[config.mk]
export PLATFORM = sky130hd
export DESIGN_NAME = pipeline_hazard_controller
export DESIGN_NICKNAME = d
export VERILOG_FILES = /design/src/rtl/pipeline_hazard_controller.sv
export SDC_FILE = /design/constraint.sdc
export NUM_CORES = 1
export LEC_CHECK = 0
export CAP_MARGIN = 20
export CORE_MARGIN = 5
export CORE_UTILIZATION = 50
export CTS_CLUSTER_SIZE = 10
export DETAILED_ROUTE_END_ITERATION = 8
export PLACE_DENSITY = 0.76
export RECOVER_POWER = 50
export SLEW_MARGIN = 20
export SYNTH_ARGS = -nofsm -noshare
export SYNTH_HDL_FRONTEND = slang
export SYNTH_SLANG_ARGS = --single-unit
[constraint.sdc]
create_clock -name clock -period 3.13 [get_ports clock]
set_clock_uncertainty 0.15 [all_clocks]
set_input_delay 0.626 -clock clock [delete_from_list [all_inputs] [get_ports clock]]
set_output_delay 0.626 -clock clock [all_outputs]
set_load 0.01 [all_outputs]
[src/rtl/pipeline_hazard_controller.sv]
// Hazard and sequencing unit for the 5-stage ARMv8 pipeline: start-up hold, data-memory
// freeze with timeout, load-use stall, taken-branch flush and EX-stage forwarding selects.
module pipeline_hazard_controller #(
   parameter int RESET_HOLD_CYCLES = 4,
   parameter int MEM_TIMEOUT       = 16,
   parameter int CNT_W             = 16
) (
   input  logic             clock,
   input  logic             reset,
   input  logic [4:0]       id_rn,
   input  logic [4:0]       id_rm,
   input  logic [4:0]       id_rd,
   input  logic             id_uses_rn,
   input  logic             id_uses_rm,
   input  logic             id_regwrite,
   input  logic             id_memread,
   input  logic             ex_branch_taken,
   input  logic             mem_busy,
   output logic             pc_write_en,
   output logic             if_id_write_en,
   output logic             if_id_flush,
   output logic             id_ex_bubble,
   output logic [1:0]       fwd_a,
   output logic [1:0]       fwd_b,
   output logic             freeze,
   output logic             error,
   output logic [CNT_W-1:0] stall_count,
   output logic [CNT_W-1:0] flush_count
);

   localparam logic [4:0] XZR = 5'd31;
   localparam int HOLD_W = (RESET_HOLD_CYCLES > 1) ? $clog2(RESET_HOLD_CYCLES) : 1;
   localparam int BUSY_W = $clog2(MEM_TIMEOUT + 1);
   localparam logic [HOLD_W-1:0] HOLD_LAST = HOLD_W'(RESET_HOLD_CYCLES - 1);
   localparam logic [BUSY_W-1:0] BUSY_LAST = BUSY_W'(MEM_TIMEOUT - 1);
   localparam logic [BUSY_W-1:0] BUSY_MAX  = BUSY_W'(MEM_TIMEOUT);
   localparam logic [CNT_W-1:0]  CNT_MAX   = {CNT_W{1'b1}};

   typedef enum logic [1:0] {
      ST_HOLD   = 2'd0,
      ST_RUN    = 2'd1,
      ST_FREEZE = 2'd2
   } state_t;

   typedef struct packed {
      logic       valid;
      logic [4:0] rd;
      logic       regwrite;
      logic       memread;
      logic [4:0] rn;
      logic [4:0] rm;
      logic       uses_rn;
      logic       uses_rm;
   } ex_tag_t;

   typedef struct packed {
      logic       valid;
      logic [4:0] rd;
      logic       regwrite;
      logic       memread;
   } wb_tag_t;

   localparam ex_tag_t EX_EMPTY = '0;
   localparam wb_tag_t WB_EMPTY = '0;

   function automatic logic reg_hit(input wb_tag_t t, input logic [4:0] r);
      return t.valid & t.regwrite & (t.rd != XZR) & (t.rd == r);
   endfunction

   function automatic logic [1:0] fwd_sel(input logic use_r, input logic [4:0] r,
                                          input wb_tag_t m, input wb_tag_t w);
      logic [1:0] sel;
      if (use_r && reg_hit(m, r)) begin
         sel = 2'b10;
      end else if (use_r && reg_hit(w, r)) begin
         sel = 2'b01;
      end else begin
         sel = 2'b00;
      end
      return sel;
   endfunction

   function automatic logic [CNT_W-1:0] sat_inc(input logic [CNT_W-1:0] c);
      return (c == CNT_MAX) ? c : c + CNT_W'(1);
   endfunction

   state_t            state_q, state_d;
   logic [HOLD_W-1:0] hold_cnt_q, hold_cnt_d;
   logic [BUSY_W-1:0] busy_cnt_q, busy_cnt_d;
   logic              error_q, error_d;
   logic [CNT_W-1:0]  stall_cnt_q, stall_cnt_d;
   logic [CNT_W-1:0]  flush_cnt_q, flush_cnt_d;
   ex_tag_t           ex_q, ex_d;
   wb_tag_t           mem_q, mem_d;
   wb_tag_t           wb_q, wb_d;
   logic              load_use_s;
   logic              active_s;
   logic              run_s;
   logic              unused_memread_s;

   // memread only matters while the load sits in EX
   assign unused_memread_s = mem_q.memread ^ wb_q.memread;

   always_ff @(posedge clock or posedge reset) begin
      if (reset) begin
         state_q    <= ST_HOLD;
         hold_cnt_q <= {HOLD_W{1'b0}};
      end else begin
         state_q    <= state_d;
         hold_cnt_q <= hold_cnt_d;
      end
   end

   always_comb begin
      state_d    = state_q;
      hold_cnt_d = hold_cnt_q;
      case (state_q)
         ST_HOLD: begin
            if (hold_cnt_q == HOLD_LAST) begin
               state_d    = ST_RUN;
               hold_cnt_d = {HOLD_W{1'b0}};
            end else begin
               hold_cnt_d = hold_cnt_q + HOLD_W'(1);
            end
         end
         ST_RUN: begin
            if (mem_busy) state_d = ST_FREEZE;
            else          state_d = ST_RUN;
         end
         ST_FREEZE: begin
            if (mem_busy) state_d = ST_FREEZE;
            else          state_d = ST_RUN;
         end
         default: begin
            state_d    = ST_HOLD;
            hold_cnt_d = {HOLD_W{1'b0}};
         end
      endcase
   end

   always_comb begin
      active_s   = (state_q == ST_RUN) | (state_q == ST_FREEZE);
      run_s      = active_s & ~mem_busy;
      load_use_s = ex_q.valid & ex_q.memread & ex_q.regwrite & (ex_q.rd != XZR) &
                   ((id_uses_rn & (id_rn == ex_q.rd)) | (id_uses_rm & (id_rm == ex_q.rd)));
   end

   // a FREEZE cycle that sees mem_busy low already behaves as RUN
   always_comb begin
      pc_write_en    = 1'b0;
      if_id_write_en = 1'b0;
      if_id_flush    = 1'b0;
      id_ex_bubble   = 1'b0;
      freeze         = 1'b1;
      case (state_q)
         ST_RUN, ST_FREEZE: begin
            if (mem_busy) begin
               freeze = 1'b1;
            end else if (ex_branch_taken) begin
               pc_write_en    = 1'b1;
               if_id_write_en = 1'b1;
               if_id_flush    = 1'b1;
               id_ex_bubble   = 1'b1;
               freeze         = 1'b0;
            end else if (load_use_s) begin
               id_ex_bubble   = 1'b1;
               freeze         = 1'b0;
            end else begin
               pc_write_en    = 1'b1;
               if_id_write_en = 1'b1;
               freeze         = 1'b0;
            end
         end
         default: begin
            freeze = 1'b1;
         end
      endcase
      fwd_a = fwd_sel(ex_q.uses_rn, ex_q.rn, mem_q, wb_q);
      fwd_b = fwd_sel(ex_q.uses_rm, ex_q.rm, mem_q, wb_q);
   end

   always_comb begin
      ex_d        = ex_q;
      mem_d       = mem_q;
      wb_d        = wb_q;
      stall_cnt_d = stall_cnt_q;
      flush_cnt_d = flush_cnt_q;
      error_d     = error_q;
      busy_cnt_d  = {BUSY_W{1'b0}};
      if (active_s && mem_busy) begin
         busy_cnt_d = (busy_cnt_q == BUSY_MAX) ? busy_cnt_q : busy_cnt_q + BUSY_W'(1);
         if (busy_cnt_q >= BUSY_LAST) error_d = 1'b1;
         else                         error_d = error_q;
      end else begin
         busy_cnt_d = {BUSY_W{1'b0}};
      end
      if (run_s) begin
         wb_d  = mem_q;
         mem_d = '{valid: ex_q.valid, rd: ex_q.rd, regwrite: ex_q.regwrite, memread: ex_q.memread};
         if (id_ex_bubble) begin
            ex_d = EX_EMPTY;
         end else begin
            ex_d = '{valid: 1'b1, rd: id_rd, regwrite: id_regwrite, memread: id_memread,
                     rn: id_rn, rm: id_rm, uses_rn: id_uses_rn, uses_rm: id_uses_rm};
         end
         if (ex_branch_taken)  flush_cnt_d = sat_inc(flush_cnt_q);
         else if (load_use_s)  stall_cnt_d = sat_inc(stall_cnt_q);
         else                  stall_cnt_d = stall_cnt_q;
      end else begin
         ex_d = ex_q;
      end
   end

   always_ff @(posedge clock or posedge reset) begin
      if (reset) begin
         ex_q        <= EX_EMPTY;
         mem_q       <= WB_EMPTY;
         wb_q        <= WB_EMPTY;
         busy_cnt_q  <= {BUSY_W{1'b0}};
         error_q     <= 1'b0;
         stall_cnt_q <= {CNT_W{1'b0}};
         flush_cnt_q <= {CNT_W{1'b0}};
      end else begin
         ex_q        <= ex_d;
         mem_q       <= mem_d;
         wb_q        <= wb_d;
         busy_cnt_q  <= busy_cnt_d;
         error_q     <= error_d;
         stall_cnt_q <= stall_cnt_d;
         flush_cnt_q <= flush_cnt_d;
      end
   end

   assign error       = error_q;
   assign stall_count = stall_cnt_q;
   assign flush_count = flush_cnt_q;

endmodule

**Yosys cells after proc, flatten, opt, wreduce, memory -nomap -nowiden**

Index checks and enable logic that the tools add are counted.

- Reduce and logical (&&, ||, !) cells: 10
- Mux-type cells: 25
- Order comparisons: 1
- Add/sub/neg operators: 4
- Bitwise gates (word level): 21
- Equality and inequality tests: 17

Operators by type and width:

| operator | count |
|---|---|
| $add A16 B1 Y16 const B | 2 |
| $eq A16 B16 Y1 const B | 2 |
| $eq A5 B5 Y1 | 6 |
| $mux W20 | 1 |
| $and A1 B1 Y1 | 15 |
| $mux W1 | 15 |
| $ne A5 B5 Y1 const B | 3 |
| $mux W2 | 5 |
| $mux W5 | 2 |
| $pmux W2 S2 | 2 |
| $add A5 B1 Y5 const B | 1 |
| $eq A5 B5 Y1 const B | 1 |
| $ge A5 B4 Y1 const B | 1 |
| $logic_and A1 B1 Y1 | 5 |
| $eq A2 B2 Y1 const B | 2 |
| $ne A2 B2 Y1 const B | 2 |
| $not A1 Y1 | 4 |
| $reduce_and A4 Y1 | 1 |
| $reduce_and A3 Y1 | 1 |
| $add A2 B1 Y2 const B | 1 |
| $eq A2 B1 Y1 const B | 1 |
| $logic_not A2 Y1 | 1 |
| $or A1 B1 Y1 | 2 |
| $reduce_and A2 Y1 | 1 |
| $reduce_or A2 Y1 | 1 |

- Bits of input ports: 23
- Output and inout port bits: 42
- Register bits after elaboration: 76

**Logic depth before layout (Yosys ltp)**

- Depth after elaboration: 9
- Depth in mapped cells: 9

**Least setup slack after synthesis**

OpenSTA, ideal clock, no wires.

- Kind: reg2out
- Start: register state_q[0]
- End: output port pc_write_en
- Arrival: 2036 ps
- Required time: 2354 ps
- Slack: 318 ps
- Path buffers: 4
- Stages on the path, launching flop included: 10
- Cells stage by stage: dfrtp_1 -> inv_1 -> ha_1 -> and2b_1 -> buf_6 -> inv_4 -> clkbuf_1 -> clkbuf_1 -> a21oi_1 -> buf_4

- Cells in the longest elaborated chain, start to end: 3
- Elaborated cells between the ends (all ways): 4

Ends and longest elaborated chain:

| item | line | RTL |
|---|---|---|
| from (decl) | 87 | `state_t state_q, state_d;` |
| from (signal assigned) | 109 | `state_q <= state_d;` |
| $eq A2 B1 Y1 or $eq A2 B2 Y1 (tied branches) | - |  |
| $reduce_or A2 Y1 (no line) (*) | - |  |
| $mux W1 (*) | - |  |
| to (decl) | 19 | `output logic pc_write_en,` |

Every way passes the cells marked *; elsewhere a longest branch is shown, timed or not.

**Worst setup path after layout**

- Start: input port id_rn[1]
- End: output port if_id_write_en

- Cells in the longest elaborated chain, start to end: 8

Ends and longest elaborated chain:

| item | line | RTL |
|---|---|---|
| from (decl) | 10 | `input logic [4:0] id_rn,` |
| $eq A5 B5 Y1 | 145 | `((id_uses_rn & (id_rn == ex_q.rd)) \| (id_uses_rm & (id_rm == ex_q.rd)));` |
| $and A1 B1 Y1 | 145 |  |
| $or A1 B1 Y1 | 145 |  |
| $and A1 B1 Y1 | 144 | `load_use_s = ex_q.valid & ex_q.memread & ex_q.regwrite & (ex_q.rd != XZR) &` |
| $mux W1 | 165 | `end else if (load_use_s) begin` |
| $mux W1 | 159 | `end else if (ex_branch_taken) begin` |
| $mux W1 | 157 | `if (mem_busy) begin` |
| $mux W1 | 155 | `case (state_q)` |
| to (decl) | 20 | `output logic if_id_write_en,` |

No other way between the ends.

==> impl_metrics.env <==
export IMPL_maxSlewHeadroom_pct=37.5
export IMPL_fin_cells=544
export IMPL_start_util_pct=52.1
export IMPL_synth_warnings=0
export IMPL_synth_top_area_share_pct=49.8
export IMPL_clock_root_buffer="clkbuf_8"
export IMPL_grt_pass1_wl_mm=14.7
export IMPL_ioPinCount=65
export IMPL_via_per_inst=5.44
export IMPL_intPower_w=0.00231
export IMPL_n_antenna_cell=0
export IMPL_synth_common_cells="dfrtp_1 (76), nand2_1 (61), xnor2_1 (45)"
export IMPL_fmax_ghz=0.329
export IMPL_drive_above_1_share_pct=8.31
export IMPL_clock_path_buffers=2
export IMPL_cp_start_kind="input pin"
export IMPL_p_clk_share_pct=26.2
export IMPL_dp_slack_ns=-0.234
export IMPL_synthCells=366
export IMPL_cp_data_arrival_time_ns=2.26
export IMPL_rsz0062_at_grt="false"
export IMPL_tightest_slew_ns=0.936
export IMPL_setup_viol=0
export IMPL_synth_nets=397
export IMPL_die_y_um=97.4
export IMPL_row_count=31
export IMPL_synthToLayoutAreaGrowth_pct=26.9
export IMPL_nets=471
export IMPL_cts_buffers=9
export IMPL_switching_share_pct=34.2
export IMPL_power_total_w=0.00352
export IMPL_vias=2958
export IMPL_crit_type="input pin to primary output"
export IMPL_cts_sinks=76
export IMPL_synth_area_per_cell_um2=10.4
export IMPL_dp_cells=528
export IMPL_routabilityCongestion=0.856
export IMPL_synth_top_cell_by_area="dfrtp_1"
export IMPL_die_area_um2=9480
export IMPL_clk_pin_slew_ns=0.08
export IMPL_nFillCells=569
export IMPL_worstSkewPairLatency_ns=0.35
export IMPL_wirelength_mm=8.34
export IMPL_synthArstFlopShare_pct=100
export IMPL_cts_tree="built"
export IMPL_grt_use_total_pct=18.8
export IMPL_min_period_over_period_pct=97.0
export IMPL_worst_slack_ns=0.0948
export IMPL_period_needed_ns=3.04
export IMPL_switchingPower_w=0.00120
export IMPL_grt_max_degree=53
export IMPL_maxCapViolCount=0
export IMPL_status="completed"
export IMPL_met1_length_mm=3.85
export IMPL_met2_length_mm=3.87
export IMPL_dr_first_iter_drc_count=163
export IMPL_route_detailed_drc=0
export IMPL_die_x_um=97.4
export IMPL_synthDistinctLibCells=54
export IMPL_final_hold_violation_count=0
export IMPL_overflow=0
export IMPL_dpl_hpwl_mm=6.08
export IMPL_numPortBuffers=64
export IMPL_pwr_share_seq_pct=44.7
export IMPL_drtAntennaViolNets=0
export IMPL_antenna_found_initial=0
export IMPL_wire_per_inst_um=15.3
export IMPL_h_tree_depth=3
export IMPL_drv_slew=0
export IMPL_yosysMostFrequentCell="dfrtp_1"
export IMPL_hp_class="register to register"
export IMPL_syn_area_um2=3820
export IMPL_synthFlopType="dfrtp_1"
export IMPL_crit_required_ns=2.35
export IMPL_whs_ns=0.331
export IMPL_post_cts_setup_buffer_count=0
export IMPL_coreArea_um2=7330
export IMPL_powerDensity_nw_per_um2=726
export IMPL_dr_max_layer_used="met4"
export IMPL_ir_drop_mv=0.460
export IMPL_synth_seq_area_share_pct=49.8
export IMPL_grt_pass1_vias=3037
export IMPL_firstDrtPassIters=4
export IMPL_synthTopCellsByArea="dfrtp_1 (50%), xnor2_1 (10%), nand2_1 (6.0%), a22o_1 (4.4%), xor2_1 (3.4%)"
export IMPL_ys_ff_latch=76
export IMPL_comb_power_share_pct=29.0
export IMPL_end_kind="primary output"
export IMPL_power_leakage_nw=2.15
export IMPL_met3_wirelength_um=440
export IMPL_holdBufCountCts=0
export IMPL_synth_edff_count=0
export IMPL_critPathMaxFanout=2
export IMPL_final_core_util_pct=66.0
[critical path, stage by stage]
cell	delay, ns
clkdlybuf4s50_1	0.50
xnor2_1	0.13
nand4_1	0.13
o22ai_2	0.19
buf_4	0.14
and2_1	0.16
a21oi_1	0.09
dlygate4sd2_1	0.29
[layer usage]
layer,vias to the layer above,global-route usage (%)
met1,1443,25.3
met3,15,5.96
met4,0,5.75
met5,-,0
li1,1426,-
met2,74,29.2
[path summary, 6_finish.rpt]
| path | from | slack (ns) | depth (start not counted) | endpoint |
|---|---|---|---|---|
| worst max-delay path | id_rn[1] | 0.09 | 8 | if_id_write_en |
| worst min-delay path | wb_q[1]$_DFFE_PP0P_ | 0.33 | 2 | wb_q[1]$_DFFE_PP0P_ |
| worst max register to register | state_q[0]$_DFFE_PP0P_ | 0.80 | 8 | flush_count[14]$_DFFE_PP0P_ |
| worst min register to register | wb_q[1]$_DFFE_PP0P_ | 0.33 | 2 | wb_q[1]$_DFFE_PP0P_ |
| max in group asynchronous | reset | 0.73 | 3 | flush_count[11]$_DFFE_PP0P_ |
| min in group asynchronous | reset | 0.78 | 2 | stall_count[5]$_DFFE_PP0P_ |
[power by group through the flow]
stage	sequential, W	combinational [W]	clock [W]
finish	0.00157	0.00102	0.000922
global route	0.00161	0.00116	0.000971
CTS	0.00157	0.00104	0.000942
detailed placement	0.00159	0.00103	0
global placement	0.00158	0.00100	0
floorplan	0.00150	0.000764	0
[flip-flops by register name, indices dropped and copies added, names as in the netlist]
signal / count
wb_q: 7
busy_cnt_q: 5
hold_cnt_q: 2
error: 1
stall_count: 16
mem_q: 7
state_q: 2
ex_q: 20
flush_count: 16
[area by class of cell]
cell class                 count  area (um^2)  share of cell area (%)
timing repair buffer          73          699                    14.4
clock buffer                   9          124                    2.56
multi-input combinational    267         1820                    37.6
clock inverter                 7          123                    2.53
inverter                      13         51.3                    1.06
tap                           99          124                    2.56
sequential                    76         1900                    39.3
[repair_timing]
action	in CTS	in global routing
resized for setup	4	2
setup endpoints to repair	3	4
pin swaps	0	2
[per-stage QoR]
step | instance area, um^2 | setup TNS (ns)
floorplan | 3820 | 0
global placement | 4610 | -0.378
detailed placement | 4610 | -0.543
CTS | 4860 | 0
global route | 4840 | 0
finish | 4840 | 0
[layout by cell type, fill, tap and decap left out, types with 7 or more instances in the layout]
cell             synthesis  final
dfrtp_1                 76     76
nand2_1                 61     61
clkdlybuf4s50_1          0     59
xnor2_1                 45     45
nand3_1                 20     20
a22o_1                  19     19
nand4_1                 15     15
xor2_1                  15     15
nor2_1                  13     13
inv_1                   11     11
and3_1                   9      9
clkbuf_8                 0      9
ha_1                     8      8
nor3_1                   7      7
[cell families (layout without fill, tap and decap cells)]
kind of cell	after synthesis	count (layout)	synth area share, %
and+or+nand+nor	155	155	22.0
DFF	76	76	49.8
xor gates and xnor gates	60	60	13.8
AOI/OAI and AO/OA	41	41	8.16
buffers and inverters	23	102	2.72
adders and majority gates	8	8	2.62
muxes	3	3	0.852
No activity file was read; power rests on OpenSTA's default activity.
